==> src/rtl/dual_issue_scheduler.sv <==
// In-order issue queue feeding ALU lanes A and B; pairs the two oldest ops
// unless a branch or an intra-pair RAW hazard forbids it.
module dis_slot #(
  parameter int OP_W = 24
) (
  input  logic            clk,
  input  logic            rst,
  input  logic            i_flush,
  input  logic            i_load,
  input  logic            i_vld,
  input  logic [OP_W-1:0] i_op,
  output logic            o_vld,
  output logic [OP_W-1:0] o_op
);
  always_ff @(posedge clk or posedge rst) begin
    if (rst) begin
      o_vld <= 1'b0;
      o_op  <= '0;
    end else if (i_flush) begin
      o_vld <= 1'b0;
      o_op  <= '0;
    end else if (i_load) begin
      o_vld <= i_vld;
      o_op  <= i_vld ? i_op : '0;
    end
  end
endmodule

module dual_issue_scheduler #(
  parameter int DEPTH = 8,
  parameter int CNT_W = 16
) (
  input  logic             clk,
  input  logic             rst,
  input  logic [1:0]       in_valid,
  input  logic [23:0]      in_op0,
  input  logic [23:0]      in_op1,
  output logic             in_ready,
  input  logic             stall_i,
  input  logic             flush_i,
  output logic             issue_valid_a,
  output logic [23:0]      issue_op_a,
  output logic             issue_valid_b,
  output logic [23:0]      issue_op_b,
  output logic [CNT_W-1:0] dual_cnt
);
  localparam int AW        = $clog2(DEPTH);
  localparam int OP_W      = 24;
  localparam int NUM_LANES = 2;

  typedef struct packed {
    logic       is_branch;
    logic       reg_write;
    logic [4:0] rd;
    logic [4:0] rs1;
    logic [4:0] rs2;
    logic [3:0] alu_ctrl;
    logic [2:0] funct3;
  } op_t;

  logic [OP_W-1:0] r_mem [DEPTH];
  logic [AW-1:0]   r_rd, r_wr;
  logic [AW:0]     r_cnt;
  logic [CNT_W-1:0] r_dual;

  op_t         w_e0, w_e1;
  logic        w_haz, w_ca, w_cb, w_adv, w_push0, w_push1;
  logic [AW:0] w_push_n, w_pop_n;

  assign w_e0 = op_t'(r_mem[r_rd]);
  assign w_e1 = op_t'(r_mem[r_rd + AW'(1)]);

  // x0 is never a real destination, so it cannot create a RAW hazard
  assign w_haz = w_e0.reg_write && (w_e0.rd != 5'd0) &&
                 ((w_e1.rs1 == w_e0.rd) || (w_e1.rs2 == w_e0.rd));
  assign w_ca  = (r_cnt != '0);
  assign w_cb  = (r_cnt >= (AW+1)'(2)) && !w_e0.is_branch && !w_e1.is_branch && !w_haz;

  assign in_ready = (r_cnt <= (AW+1)'(DEPTH-2));
  assign w_adv    = !stall_i && !flush_i;
  assign w_push0  = in_ready && in_valid[0] && !flush_i;
  assign w_push1  = w_push0 && in_valid[1];
  assign w_push_n = (AW+1)'(w_push0) + (AW+1)'(w_push1);
  assign w_pop_n  = (AW+1)'(w_adv && w_ca) + (AW+1)'(w_adv && w_cb);

  always_ff @(posedge clk or posedge rst) begin
    if (rst) begin
      r_rd  <= '0;
      r_wr  <= '0;
      r_cnt <= '0;
    end else if (flush_i) begin
      r_rd  <= '0;
      r_wr  <= '0;
      r_cnt <= '0;
    end else begin
      r_rd  <= r_rd + AW'(w_pop_n);
      r_wr  <= r_wr + AW'(w_push_n);
      r_cnt <= r_cnt + w_push_n - w_pop_n;
    end
  end

  always_ff @(posedge clk) begin
    if (w_push0) r_mem[r_wr] <= in_op0;
    if (w_push1) r_mem[r_wr + AW'(1)] <= in_op1;
  end

  always_ff @(posedge clk or posedge rst) begin
    if (rst)
      r_dual <= '0;
    else if (w_adv && w_cb && (r_dual != '1))
      r_dual <= r_dual + 1'b1;
  end
  assign dual_cnt = r_dual;

  logic [NUM_LANES-1:0]           w_ld_vld, w_slot_vld;
  logic [NUM_LANES-1:0][OP_W-1:0] w_ld_op, w_slot_op;

  assign w_ld_vld = {w_cb, w_ca};
  assign w_ld_op  = {w_e1, w_e0};

  for (genvar g = 0; g < NUM_LANES; g++) begin : g_lane
    dis_slot #(.OP_W(OP_W)) u_slot (
      .clk    (clk),
      .rst    (rst),
      .i_flush(flush_i),
      .i_load (w_adv),
      .i_vld  (w_ld_vld[g]),
      .i_op   (w_ld_op[g]),
      .o_vld  (w_slot_vld[g]),
      .o_op   (w_slot_op[g])
    );
  end

  assign issue_valid_a = w_slot_vld[0];
  assign issue_op_a    = w_slot_op[0];
  assign issue_valid_b = w_slot_vld[1];
  assign issue_op_b    = w_slot_op[1];
endmodule

==> config.mk <==
export PLATFORM = sky130hd
export DESIGN_NAME = dual_issue_scheduler
export DESIGN_NICKNAME = d
export VERILOG_FILES = /design/src/rtl/dual_issue_scheduler.sv
export SDC_FILE = /design/constraint.sdc
export NUM_CORES = 1
export LEC_CHECK = 0
export ABC_AREA = 1
export CAP_MARGIN = 20
export CELL_PAD_IN_SITES_DETAIL_PLACEMENT = 0
export CELL_PAD_IN_SITES_GLOBAL_PLACEMENT = 1
export CORE_MARGIN = 2
export CORE_UTILIZATION = 40
export CTS_BUF_LIST = sky130_fd_sc_hd__clkbuf_4
export CTS_CLUSTER_DIAMETER = 80
export DETAILED_ROUTE_END_ITERATION = 8
export PLACE_DENSITY_LB_ADDON = 0.1
export REMOVE_ABC_BUFFERS = 1
export SLEW_MARGIN = 15
export SYNTH_ARGS = -nofsm -noshare
export SYNTH_HDL_FRONTEND = slang
export SYNTH_SLANG_ARGS = --single-unit
==> constraint.sdc <==
create_clock -name clk -period 6.05 [get_ports clk]
set_clock_uncertainty 0.15 [all_clocks]
set_input_delay 1.21 -clock clk [delete_from_list [all_inputs] [get_ports clk]]
set_output_delay 1.21 -clock clk [all_outputs]
set_load 0.005 [all_outputs]
==> results of run 1 <==
cell usage after synthesis, drive strengths merged (2+ instances only):
cell	instances
xnor2	7
or2	3
inv	199
a32o	15
nor3	6
o41ai	2
nand2	552
edfxtp	192
nand4	19
fa	4
dfrtp	76
o221ai	2
nand3	127
ha	12
o21ai	370
buf	82
clkbuf	72
nor4	4
xor2	12
a21oi	102
nor2	69
o211ai	22
layer usage:
metal	GRT usage [%]	part of all wire (%)	vias to the layer above
met3	4.08	6.0	106
met2	43.6	48	498
met5	0	0	-
li1	-	-	6771
met1	34.2	43	6442
met4	10.5	3.0	0
layout make-up:
type                            count  share of cell area [%]
Sequential cell                   268                    42.2
Clock buffer                      125                    5.16
Inverter                          200                    4.15
Tap cell                          518                    3.56
Timing Repair Buffer              162                    8.58
Clock inverter                     17                   0.502
Multi-Input combinational cell   1332                    35.9
Antenna cell                        1                  0.0137
power groups by stage:
stage               registers, mW  clock network [mW]  logic [mW]
global placement             2.29                   0        2.13
global route                 2.27                1.94        2.45
detailed placement           2.29                   0        2.15
CTS                          2.25                1.84        2.16
floorplan                    2.34                   0        1.28
finish                       2.25                1.79        2.16
cell usage in the layout, fill, tap and decap left out, types with 2 or more instances in the layout:
cell	count
edfxtp_1	192
nand4_1	19
fa_1	4
nor4_1	4
nand2_2	2
clkinv_1	13
nand3_1	118
inv_1	194
nor2_1	66
nor3_1	5
o21ai_2	13
clkdlybuf4s50_1	120
a21oi_1	102
o21ai_4	3
dfrtp_2	2
clkbuf_4	125
o221ai_1	2
or2_2	2
nand2_1	550
clkinv_2	2
xnor2_1	6
o41ai_2	2
buf_4	39
a32o_1	15
nand3_2	8
o21ai_0	336
o211ai_1	21
ha_1	12
xor2_1	11
dfrtp_1	73
nor2_4	2
inv_2	6
buf_12	2
o21ai_1	18
worst max-delay path, stage by stage, from the launching register on:
cell and delay [ns]:
dfrtp_4 0.71, inv_4 0.54, buf_4 0.42, nand2_1 0.09, nand3_1 0.10, nand3_1 0.10
o21ai_1 0.29, nand2_1 0.10, nand2_1 0.12, nand3_1 0.09, nand2_1 0.08, nand2_2 0.25
nand2_2 0.15, inv_1 0.06, ha_1 0.21, fa_1 0.51, inv_1 0.07, ha_1 0.28
a21o_1 0.17, a21oi_1 0.15, xnor2_1 0.14, nor2_1 0.05
path summary, 6_finish.rpt:
check | endpoint
setup / recovery | r_cnt[3]
hold / removal | g_lane[0].u_slot.o_op[6]
setup reg to reg | r_cnt[3]
hold reg to reg | g_lane[0].u_slot.o_op[6]
max in group asynchronous | r_rd[0]
min in group asynchronous | g_lane[1].u_slot.o_op[13]
logic make-up after synthesis:
family	after synthesis
AO/OA/AOI/OAI	516
buffers and inverters	354
XOR/XNOR	19
AND/OR/NAND/NOR	781
flip-flops	268
adder cells (fa/ha/maj)	16
sequential cells by signal (all words and copies together) (netlist names):
name                 flops
r_mem                  192
g_lane.u_slot.o_op      48
dual_cnt                16
r_cnt                    4
r_rd                     3
r_wr                     3
g_lane.u_slot.o_vld      2
metrics by stage:
stage                     std cells  setup WS, ns  instance area (um^2)
after global routing           2623         0.653                 18200
after floorplan                1800         -2.53                 14800
final                          2623         0.996                 18200
after global placement         2479          1.08                 17100
after detailed placement       2479          1.07                 17100
after CTS                      2621          1.05                 18200
==> results.yml, run 1 <==
yosys:
  synthXorXnorAreaFrac_pct: 1.16
  synth-compound-area-share_pct: 17.8
  yosys-top-cells-area: "edfxtp_1 37%, nand2_1 13%, dfrtp_1 12%"
  synth_mux_area_share_pct: 0
  ys_ff_latch: 268
  ys_seq_area_share_pct: 49.1
  synth_top_area_share_pct: 36.9
  ys.flop_type: "edfxtp_1"
  netlist_instances: 1954
  synth-adder-area-share_pct: 1.47
  async_flop_share_pct: 28.4
  synth_cell_types: 44
  synth_area_leader_cell: "edfxtp_1"
  synth-simple-area-share_pct: 20.5
  netlist_area_mm2: 0.0156
  synth_top_family_by_area: "simple AND/OR/NAND/NOR gates"
  synth_warnings: 0
  avgSynthCellArea_um2: 7.99
  synth_edf_count: 192
timing:
  hold_viol: 0
  finalSetupTns_ns: 0
  rsz0062_at_grt: "false"
  maxSlewHeadroom_pct: 37.1
  max_freq_ghz: 0.198
  final_max_slew_viol_count: 0
  tightest_slew_ns: 0.943
  finalSetupViolations: 0
  period_share_pct: 83.5
  period_needed_ns: 5.05
  whs_ns: 0.328
clock_tree:
  cts-root-buf: "clkbuf_4"
  cts_resized: 0
  cts.clk_slew.worst_paths_ns: 0.06
  cts_buffer_depth: 3
  cts_tree: "yes"
  post_cts_buffers: 0
  cts_buffers: 78
  holdBufCountCts: 0
  cts_num_sinks: 268
  clk-insertion-delay-late_ns: 0.75
  htree_levels: 3
final_layout:
  multi_input_area_mm2: 0.00653
  fillers: 3852
  nNetsFinal: 2112
  drive_above_1_share_pct: 10.4
  final_util_pct: 47.2
  areaGrowthSynthToFinish_pct: 16.6
  seqCellArea_mm2: 0.00767
global_routing:
  grt_usage_pct: 26.2
  grt_pass1_wl_um: 80300
  grt_max_degree: 188
  grt_overflow: 0
  grt_pass1_vias: 13376
  antenna_found_initial: 1
placement:
  place_congestion: 0.814
  dpl.hpwl_um: 30900
  port_buffers: 120
worst_setup_path:
  cp.arrival_ns: 5.53
  ff2ff_path_depth: 21
  end_kind: "flip-flop"
  worstSetupStartpointType: "flip-flop"
  reg2reg_from: "r_rd[0]"
  crit_start: "r_rd[0]"
  rrSetupSlack_ns: 1.0
  worst-setup-path-type: "reg2reg"
  worst-path-max-fanout: 58
  cp_data_required_time_ns: 6.52
flow_run:
  drv_cap: 0
routing:
  vias: 13817
  wl_per_cell_um: 19.9
  first_iter_violations: 1145
  ant_nets: 0
  drt-vias-per-instance: 5.27
  wl_um: 52300
  firstDrtPassIters: 8
  drc_errors: 0
power_and_ir_drop:
  clkPwrFrac_pct: 28.9
  finalPower_mw: 6.20
  power.density_mw_per_mm2: 341
  pwr-share-seq_pct: 36.4
  p_comb_share_pct: 34.8
  swShare_pct: 38.2
  p_switching_mw: 2.37
  ir_drop_mv: 0.197
  p_int_mw: 3.83
  leakagePower_nw: 7.95
floorplanning:
  placeableCoreArea_mm2: 0.0386
  placementRows: 72
  die_w_um: 202
  io_pins: 121
  dieHeight_um: 202
  die-area_mm2: 0.0406
  initial_core_util_pct: 40.5
worst_hold_path:
  hold_class: "reg2reg"
  hp-start: "g_lane[0].u_slot.o_op[6]"
  holdPathStages: 2
status:
  status: "complete, no violations"
(Power assumes the default switching activity.)
==> run 2, diff against run 1 <==
clock period = 4.1 ns   (was 6.05 ns; I/O delays follow)
==> run 2 against run 1 <==
Compared with the run above:
- clock power rose by 41%
- flip-flop and latch count did not move
- maximum frequency rose by 29%
- largest cell class unchanged
- die area did not move
==> results.yml, run 2 (synthesis gave the netlist of run 1 again) <==
final_layout:
  regMostFlops: "r_mem"
  drive_above_1_share_pct: 12.1
  layout_commonest_cell: "nand2_1"
  largest_reg_flops: 192
  areaGrowthSynthToFinish_pct: 19.4
  final_area_mm2: 0.0186
  final_util_pct: 48.4
  seqCellArea_mm2: 0.00767
  fillers: 3897
  final_cell_mix: "550 x nand2_1, 335 x o21ai_0, 194 x inv_1"
  multi_input_area_mm2: 0.00656
  nNetsFinal: 2152
routing:
  ant_nets: 0
  firstDrtPassIters: 5
  first_iter_violations: 1054
  wl_um: 52000
  vias: 13985
  wl_per_cell_um: 19.5
  drt-vias-per-instance: 5.26
  drc_errors: 0
clock_tree:
  cts_tree: "yes"
  clk-insertion-delay-late_ns: 0.78
  cts-root-buf: "clkbuf_4"
  cts_buffers: 78
  cts.clk_slew.worst_paths_ns: 0.06
  cts_num_sinks: 268
  htree_levels: 3
  cts_buffer_depth: 3
global_routing:
  grt_overflow: 0
  grt_pass1_vias: 13555
  grt_pass1_wl_um: 79300
  antenna_found_initial: 1
  grt_max_degree: 95
  grt_usage_pct: 25.8
floorplanning:
  initial_core_util_pct: 40.5
  placeableCoreArea_mm2: 0.0386
  io_pins: 121
  die-area_mm2: 0.0406
  die_w_um: 202
  dieHeight_um: 202
  placementRows: 72
status:
  status: "complete, no violations"
power_and_ir_drop:
  leakagePower_nw: 8.17
  power.density_mw_per_mm2: 505
  p_int_mw: 5.84
  clkPwrFrac_pct: 26.7
  p_comb_share_pct: 38.6
  p_switching_mw: 3.58
  ir_drop_mv: 0.243
  swShare_pct: 38.0
  pwr-share-seq_pct: 34.7
timing:
  period_needed_ns: 3.92
  tightest_slew_ns: 1.05
  finalSetupViolations: 0
  final_max_slew_viol_count: 0
  period_share_pct: 95.5
  hold_viol: 0
  max_freq_ghz: 0.255
  maxSlewHeadroom_pct: 29.9
  whs_ns: 0.325
worst_setup_path:
  rrSetupSlack_ns: 0.18
  max_stage_delay_ns: 0.56
  crit_end: "r_cnt[3]"
  cp.arrival_ns: 4.39
  crit_start: "r_rd[0]"
  reg2reg_from: "r_rd[0]"
  reg2reg_to: "r_cnt[3]"
  slowest_stage: "dfrtp_4"
  end_kind: "flip-flop"
  worstPathCellList: "ha_4 -> inv_2 -> buf_12 -> nor2_1 -> nand2_1 -> nand3_1 -> nand2_1 -> nand2_1 -> nand2_1 -> nor2_1 -> nand3_1 -> nand2_1 -> nand2_2 -> nand2_2 -> inv_1 -> ha_2 -> fa_1 -> inv_1 -> ha_1 -> a21o_1 -> a21oi_2 -> xnor2_1 -> nor2_1"
  crit_top_cell: "nand2_1"
  worst-setup-path-type: "reg2reg"
  ff2ff_path_depth: 23
  worstSetupStartpointType: "flip-flop"
  worst-path-max-fanout: 24
  cp_data_required_time_ns: 4.57
worst_hold_path:
  hold_class: "reg2reg"
placement:
  dpl.hpwl_um: 31900
  dpl_cell_area_mm2: 0.0175
  port_buffers: 120
  place_congestion: 0.851
flow_run:
  drv_cap: 0
run 2: changes by cell type in the layout (fill, tap and decap cells not counted), sizes merged:
cell    change
bufinv      -1
inv         +2
clkinv      +2
buf        +38
clkbuf      -3
run 2: worst min path at each step:
stage	start	endpoint	slack [ns]	cells after the start
after floorplan	g_lane[0].u_slot.o_op[0]	g_lane[0].u_slot.o_op[0]	0.32	2
final	g_lane[0].u_slot.o_vld	g_lane[0].u_slot.o_vld	0.32	2
after CTS	g_lane[0].u_slot.o_op[6]	g_lane[0].u_slot.o_op[6]	0.33	2
after global placement	g_lane[0].u_slot.o_op[6]	g_lane[0].u_slot.o_op[6]	0.31	2
after global routing	g_lane[1].u_slot.o_op[14]	g_lane[1].u_slot.o_op[14]	0.35	2
after detailed placement	g_lane[0].u_slot.o_vld	g_lane[0].u_slot.o_vld	0.32	2
run 2: worst max-delay path: cells and delay by family (launching register included):
family	cells	cell delay [ns]
adders and majority gates	4	1.30
and+or+nand+nor	12	0.94
DFF	1	0.56
buffers and inverters	4	0.33
AOI/OAI and AO/OA	2	0.33
xor gates and xnor gates	1	0.13
run 2: metal layers:
metal	part of all wire, %	track usage, %	up-vias
met5	0	0	-
met4	4.1	12.8	0
li1	-	-	6842
met3	6.7	4.63	117
met1	42	32.9	6469
met2	47	42.5	557
run 2: metrics by stage:
stage	setup TNS (ns)	power [mW]	cells	setup WS, ns
after global routing	-0.00200	10.1	2661	-0.00200
final	0	9.42	2661	0.183
after detailed placement	-0.0717	6.82	2512	-0.0717
after CTS	0	9.38	2656	0.0284
after global placement	-0.000485	6.79	2512	-0.000485
after floorplan	-190.12	5.35	1800	-4.48
run 2: power by group through the flow:
stage | Sequential (mW) | Combinational, mW | Clock, mW
3_5_place_dp | 3.32 | 3.50 | 0
4_1_cts | 3.26 | 3.53 | 2.59
5_1_grt | 3.29 | 4.09 | 2.76
3_3_place_gp | 3.31 | 3.48 | 0
6_report | 3.27 | 3.63 | 2.52
2_1_floorplan | 3.46 | 1.89 | 0
run 2: layout make-up:
type / instances / share of cell area (%)
Multi-Input combinational cell: 1332 / 35.2
Clock inverter: 20 / 0.416
Clock buffer: 120 / 4.83
Antenna cell: 1 / 0.0134
Tap cell: 518 / 3.48
Sequential cell: 268 / 41.2
Inverter: 200 / 4.07
Timing Repair Buffer: 202 / 10.8
run 2: what timing repair did:
| action | 4_1_cts | 5_1_grt |
|---|---|---|
| hold buffers | 0 | 0 |
| gates resized for setup | 1 | 12 |
| setup buffers | 4 | 2 |
| setup endpoints to repair | 1 | 2 |
| gates cloned | 0 | 2 |
| pin swaps | 1 | 1 |
